<file path="src/rtl/i2s_audio_tx.sv">
// I2S transmitter: latches a stereo sample pair once per frame, left-justifies it
// into OUT_WIDTH-bit slots and shifts it out MSB first on a divided bit clock.
module i2s_audio_tx #(
  parameter int unsigned IN_WIDTH    = 6,
  parameter int unsigned OUT_WIDTH   = 16,
  parameter int unsigned CLK_DIV     = 8,
  parameter bit          UNSIGNED_IN = 1'b1
) (
  input  logic                clk_sys,
  input  logic                reset,
  input  logic                enable,
  input  logic                mute,
  input  logic [IN_WIDTH-1:0] left_in,
  input  logic [IN_WIDTH-1:0] right_in,
  output logic                sample_req,
  output logic                i2s_bck,
  output logic                i2s_lrck,
  output logic                i2s_data
);

  localparam int unsigned DIV_W = (CLK_DIV > 1) ? $clog2(CLK_DIV) : 1;
  localparam int unsigned BIT_W = $clog2(OUT_WIDTH);
  localparam logic [DIV_W-1:0]    DIV_LAST = DIV_W'(CLK_DIV - 1);
  localparam logic [BIT_W-1:0]    BIT_LAST = BIT_W'(OUT_WIDTH - 1);
  localparam logic [IN_WIDTH-1:0] MSB_FLIP = IN_WIDTH'(UNSIGNED_IN) << (IN_WIDTH - 1);

  logic [DIV_W-1:0]     div_cnt;
  logic [BIT_W-1:0]     bit_cnt;
  logic                 chan;
  logic [OUT_WIDTH-1:0] left_sr;
  logic [OUT_WIDTH-1:0] right_sr;
  logic [OUT_WIDTH-1:0] left_fmt;
  logic [OUT_WIDTH-1:0] right_fmt;
  logic                 fall;

  // Offset-binary fix-up, then keep the top OUT_WIDTH bits of {sample, zeros}
  always_comb begin
    left_fmt  = OUT_WIDTH'({left_in  ^ MSB_FLIP, {OUT_WIDTH{1'b0}}} >> IN_WIDTH);
    right_fmt = OUT_WIDTH'({right_in ^ MSB_FLIP, {OUT_WIDTH{1'b0}}} >> IN_WIDTH);
    if (mute) begin
      left_fmt  = '0;
      right_fmt = '0;
    end
  end

  assign fall = i2s_bck && (div_cnt == DIV_LAST);

  always_ff @(posedge clk_sys or posedge reset) begin
    if (reset) begin
      div_cnt    <= '0;
      bit_cnt    <= BIT_LAST;
      chan       <= 1'b1;
      left_sr    <= '0;
      right_sr   <= '0;
      sample_req <= 1'b0;
      i2s_bck    <= 1'b0;
      i2s_lrck   <= 1'b0;
      i2s_data   <= 1'b0;
    end else if (!enable) begin
      div_cnt    <= '0;
      bit_cnt    <= BIT_LAST;
      chan       <= 1'b1;
      left_sr    <= '0;
      right_sr   <= '0;
      sample_req <= 1'b0;
      i2s_bck    <= 1'b0;
      i2s_lrck   <= 1'b0;
      i2s_data   <= 1'b0;
    end else begin
      sample_req <= 1'b0;
      if (div_cnt == DIV_LAST) begin
        div_cnt <= '0;
        i2s_bck <= ~i2s_bck;
      end else begin
        div_cnt <= div_cnt + DIV_W'(1);
      end
      // Data and word select move on BCK falls so the receiver samples on rises
      if (fall) begin
        i2s_data <= chan ? right_sr[OUT_WIDTH-1] : left_sr[OUT_WIDTH-1];
        if (chan) right_sr <= right_sr << 1;
        else      left_sr  <= left_sr << 1;
        if (bit_cnt == BIT_LAST) begin
          bit_cnt  <= '0;
          chan     <= ~chan;
          i2s_lrck <= ~chan;
          if (chan) begin
            left_sr    <= left_fmt;
            right_sr   <= right_fmt;
            sample_req <= 1'b1;
          end
        end else begin
          bit_cnt <= bit_cnt + BIT_W'(1);
        end
      end
    end
  end

endmodule

</file>
<file path="config.mk">
export PLATFORM = sky130hd
export DESIGN_NAME = i2s_audio_tx
export DESIGN_NICKNAME = d
export VERILOG_FILES = /design/src/rtl/i2s_audio_tx.sv
export SDC_FILE = /design/constraint.sdc
export NUM_CORES = 1
export LEC_CHECK = 0
export ABC_AREA = 0
export CORE_MARGIN = 2
export CORE_UTILIZATION = 50
export DETAILED_ROUTE_END_ITERATION = 8
export HOLD_SLACK_MARGIN = 0.08
export PLACE_DENSITY = 0.81
export SLEW_MARGIN = 20
export SYNTH_ARGS = -nofsm -noshare
export SYNTH_HDL_FRONTEND = slang
export SYNTH_SLANG_ARGS = --single-unit
</file>
<file path="constraint.sdc">
create_clock -name clk_sys -period 1.45 [get_ports clk_sys]
set_input_delay 0.435 -clock clk_sys [delete_from_list [all_inputs] [get_ports clk_sys]]
set_output_delay 0.435 -clock clk_sys [all_outputs]
set_load 0.005 [all_outputs]
</file>
==> report_table.html <==
<table>
<tr><th>Metric</th><th>Value</th></tr>
<tr><th colspan="2">Status</th></tr>
<tr><td>Result of the run</td><td>complete, but fails checks</td></tr>
<tr><td>Violated checks</td><td>setup timing</td></tr>
<tr><th colspan="2">Power and ir drop</th></tr>
<tr><td>Internal Pwr Total</td><td>1.83 mW</td></tr>
<tr><td>Leak Pwr</td><td>1.24 nW</td></tr>
<tr><td>Total power per unit cell area</td><td>793 nW/um^2</td></tr>
<tr><td>Psw</td><td>517 uW</td></tr>
<tr><td>Part of the power in combinational logic</td><td>0.063</td></tr>
<tr><td>Switching share of total power</td><td>0.220</td></tr>
<tr><td>Sequential fraction of design power</td><td>0.527</td></tr>
<tr><td>Worst vdd ir</td><td>0.403 mV</td></tr>
<tr><td>Clock network fraction of total power</td><td>0.410</td></tr>
<tr><th colspan="2">Flow run</th></tr>
<tr><td>Max-capacitance violation count</td><td>0</td></tr>
<tr><th colspan="2">Clock tree</th></tr>
<tr><td>Number of levels in the clock H-tree</td><td>2</td></tr>
<tr><td>Quantity of hold-fixing buffers added after cts</td><td>0</td></tr>
<tr><td>Number of buffers on the longest clock path</td><td>2</td></tr>
<tr><td>Clock transition at path regs</td><td>0.09 ns</td></tr>
<tr><td>Clock tree from TritonCTS</td><td>yes</td></tr>
<tr><td>Total clock sinks</td><td>44</td></tr>
<tr><td>Clock root cell</td><td>clkbuf_8</td></tr>
<tr><td>Clock Latency Late Sink</td><td>0.30 ns</td></tr>
<tr><td>CTS Buf Count</td><td>5</td></tr>
<tr><th colspan="2">Die</th></tr>
<tr><td>Die Wd</td><td>69.8 um</td></tr>
<tr><td>Std-Cell Core Area</td><td>4090 um^2</td></tr>
<tr><td>Die Outline Area</td><td>4870 um^2</td></tr>
<tr><td>Initial cell density of the core</td><td>0.530</td></tr>
<tr><td>Num rows</td><td>23</td></tr>
<tr><td>Ports</td><td>20</td></tr>
<tr><td>Die Ht</td><td>69.8 um</td></tr>
<tr><th colspan="2">Timing</th></tr>
<tr><td>Worst clock skew</td><td>0.00963 ns</td></tr>
<tr><td>Highest attainable clock frequency</td><td>656 MHz</td></tr>
<tr><td>Worst-case setup margin in the final layout</td><td>-0.0748 ns</td></tr>
<tr><td>Final min period</td><td>1.52 ns</td></tr>
<tr><td>Setup repair after global routing missed its margin</td><td>true</td></tr>
<tr><td>Fin. max-slew vios</td><td>0</td></tr>
<tr><td>Worst Hold Slack</td><td>0.448 ns</td></tr>
<tr><td>Worst-margin pin slew</td><td>0.266 ns</td></tr>
<tr><td>Hold Vio Cnt, Final</td><td>0</td></tr>
<tr><td>Total setup violations reported at the end of the flow</td><td>17</td></tr>
<tr><td>Slew headroom</td><td>0.820</td></tr>
<tr><td>Fraction of the cycle the final worst path needs</td><td>1.05</td></tr>
<tr><th colspan="2">GRT</th></tr>
<tr><td>Antenna violations before repair</td><td>0</td></tr>
<tr><td>Total global-route track usage</td><td>0.210</td></tr>
<tr><td>Pin count of the biggest net entering global routing</td><td>45</td></tr>
<tr><td>Via count of the first global-routing pass</td><td>1782</td></tr>
<tr><td>Global-route wire length before repair</td><td>8280 um</td></tr>
<tr><td>Final global-route overflow total</td><td>0</td></tr>
<tr><th colspan="2">Synth</th></tr>
<tr><td>Synth area leaders</td><td>dfrtp_1 45%, a21boi_0 8.0%, nand3_1 6.7%</td></tr>
<tr><td>Share of the synthesized area in the top cell type</td><td>0.451</td></tr>
<tr><td>Area leader, netlist</td><td>dfrtp_1</td></tr>
<tr><td>Most frequently used flop master after synthesis</td><td>dfrtp_1</td></tr>
<tr><td>Number of instances in the synthesized netlist</td><td>224</td></tr>
<tr><td>Post-synthesis register bit count</td><td>44</td></tr>
<tr><td>Share of flip-flops with an asynchronous set or reset after synthesis</td><td>1.00</td></tr>
<tr><td>EDFF count, synth</td><td>0</td></tr>
<tr><td>Mapped Avg Cell Area</td><td>9.67 um^2</td></tr>
<tr><td>Cell Area, Synth</td><td>2170 um^2</td></tr>
<tr><td>Seq/Total Area, Yosys</td><td>0.511</td></tr>
<tr><td>Yosys Warn Count</td><td>0</td></tr>
<tr><td>Syn nets</td><td>243</td></tr>
<tr><td>Count of distinct cell types in the synthesized netlist</td><td>31</td></tr>
<tr><th colspan="2">Setup path</th></tr>
<tr><td>Crit path kind</td><td>reg -&gt; reg</td></tr>
<tr><td>Largest delay share family, worst path</td><td>flip-flops</td></tr>
<tr><td>Longest individual stage delay on the worst path</td><td>0.39 ns</td></tr>
<tr><td>Worst endpoint required time</td><td>1.63 ns</td></tr>
<tr><td>Top fanout value on the critical path</td><td>6</td></tr>
<tr><td>Buffers &amp; Inverters on Critical Path</td><td>2</td></tr>
<tr><td>CP max-delay cell</td><td>dfrtp_1</td></tr>
<tr><td>Data arrival time of the worst path</td><td>1.71 ns</td></tr>
<tr><td>Crit. End Element</td><td>flip-flop</td></tr>
<tr><td>Cell-by-cell listing of the critical path</td><td>ha_2 &gt; ha_4 &gt; buf_12 &gt; and3_4 &gt; buf_8 &gt; o21ai_2 &gt; a31oi_1</td></tr>
<tr><td>Startpoint kind of the worst setup timing path</td><td>flip-flop</td></tr>
<tr><th colspan="2">Finish</th></tr>
<tr><td>Final core utilization</td><td>0.725</td></tr>
<tr><td>Antenna diode instance count</td><td>0</td></tr>
<tr><td>Area added between synthesis and finish</td><td>36.7%</td></tr>
<tr><td>Leading cell type in the layout, fill and taps excluded</td><td>dfrtp_1</td></tr>
<tr><td>Fin nets</td><td>277</td></tr>
<tr><td>Count of placed standard cells in the final layout, fillers left out</td><td>309</td></tr>
<tr><td>Fraction of layout cells with a size suffix above 1</td><td>0.363</td></tr>
<tr><td>Highest-count cells in the layout ignoring fill and taps</td><td>39 x dfrtp_1, 29 x nand2_1, 18 x nand3_1</td></tr>
<tr><th colspan="2">Place</th></tr>
<tr><td>Number of placed instances with taps included</td><td>293</td></tr>
<tr><td>Post-placement setup slack</td><td>-0.201 ns</td></tr>
<tr><td>Final HPWL DP</td><td>2860 um</td></tr>
<tr><td>Placer's final routability congestion estimate</td><td>0.787</td></tr>
<tr><td>Count of input and output buffers</td><td>19</td></tr>
<tr><th colspan="2">Route</th></tr>
<tr><td>Average wire per cell in the routed design</td><td>16.2 um</td></tr>
<tr><td>Via-per-instance ratio</td><td>5.88</td></tr>
<tr><td>Total via count after detailed routing</td><td>1816</td></tr>
<tr><td>First-iteration detailed-routing DRC count</td><td>165</td></tr>
<tr><td>Remaining routing DRC violations</td><td>0</td></tr>
<tr><td>Wirelength, routed</td><td>5010 um</td></tr>
<tr><td>Number of nets with antenna violations after routing</td><td>0</td></tr>
<tr><td>Drt first pass iters</td><td>4</td></tr>
<tr><th colspan="2">Worst hold path</th></tr>
<tr><td>Class of the tightest hold or removal check</td><td>reg -&gt; reg</td></tr>
</table>
-- power groups by stage --
| stage | clock (mW) | sequential, mW | combinational (mW) |
|---|---|---|---|
| after floorplan | 0 | 1.26 | 0.0632 |
| after global placement | 0 | 1.26 | 0.140 |
| after detailed placement | 0 | 1.26 | 0.141 |
| after CTS | 0.991 | 1.24 | 0.148 |
| after global routing | 1.03 | 1.24 | 0.163 |
| final | 0.962 | 1.24 | 0.148 |
-- sequential cells by signal (all words and copies together), names as in the netlist --
| signal | cells |
|---|---|
| bit_cnt | 4 |
| chan | 1 |
| div_cnt | 3 |
| i2s_bck | 1 |
| i2s_data | 1 |
| i2s_lrck | 1 |
| left_sr | 16 |
| right_sr | 16 |
| sample_req | 1 |
-- stage by stage --
step	power (mW)	TNS (ns)	area, um^2
floorplan	1.32	0	2180
global placement	1.40	-3.16	2520
detailed placement	1.40	-3.85	2520
CTS	2.38	-0.450	2790
global route	2.43	-2.13	2960
finish	2.35	-0.468	2960
-- layout make-up --
cell class / count / area (um^2)
tap: 50 / 62.6
multi-input combinational: 160 / 1200
inverter: 2 / 11.3
clock inverter: 3 / 46.3
timing repair buffer: 45 / 463
clock buffer: 5 / 68.8
fill: 276 / 1120
sequential: 44 / 1110
-- cell families (layout without fill, tap and decap cells) --
family          count (synthesis)  in the layout  share of synthesized area
fa+ha+maj                       3              3                     0.0173
mux                             1              1                    0.00462
buf+inv                        22             55                     0.0491
compound gates                 65             65                      0.200
simple gates                   87             89                      0.209
xor+xnor                        2              2                    0.00809
flops                          44             44                      0.511
-- timing repair --
action / in CTS / in global routing
endpoints found under the setup margin: 41 / 34
hold endpoints to repair: 0 / 0
cloned: 3 / 2
resized for setup: 44 / 38
pin swaps: 12 / 27
setup buffers: 3 / 1
-- cell usage after synthesis (6+ instances only) --
cell,instances
o21ai_0,9
buf_2,10
clkbuf_1,7
a21oi_1,8
a31oi_1,6
a22oi_1,9
a21boi_0,23
dfrtp_1,39
o22ai_1,6
or2_2,6
nand3_1,29
nand2_1,30
-- path summary, 6_finish.rpt --
check                      startpoint            to  slack, ns  cells after the start
max in group asynchronous       reset          chan       0.66                      3
min in group asynchronous       reset    left_sr[8]       0.52                      3
min reg2reg                div_cnt[0]    div_cnt[0]       0.45                      1
max                        div_cnt[0]  right_sr[10]      -0.07                      7
max reg2reg                div_cnt[0]  right_sr[10]      -0.07                      7
min                        div_cnt[0]    div_cnt[0]       0.45                      1
-- routing by layer --
metal | wire [um] | vias to the layer above | GRT usage
met5 | 0 | - | 0
met1 | 2130 | 878 | 0.283
li1 | - | 872 | -
met3 | 259 | 10 | 0.0436
met4 | 83 | 0 | 0.0577
met2 | 2530 | 56 | 0.345
(Power assumes the default switching activity.)
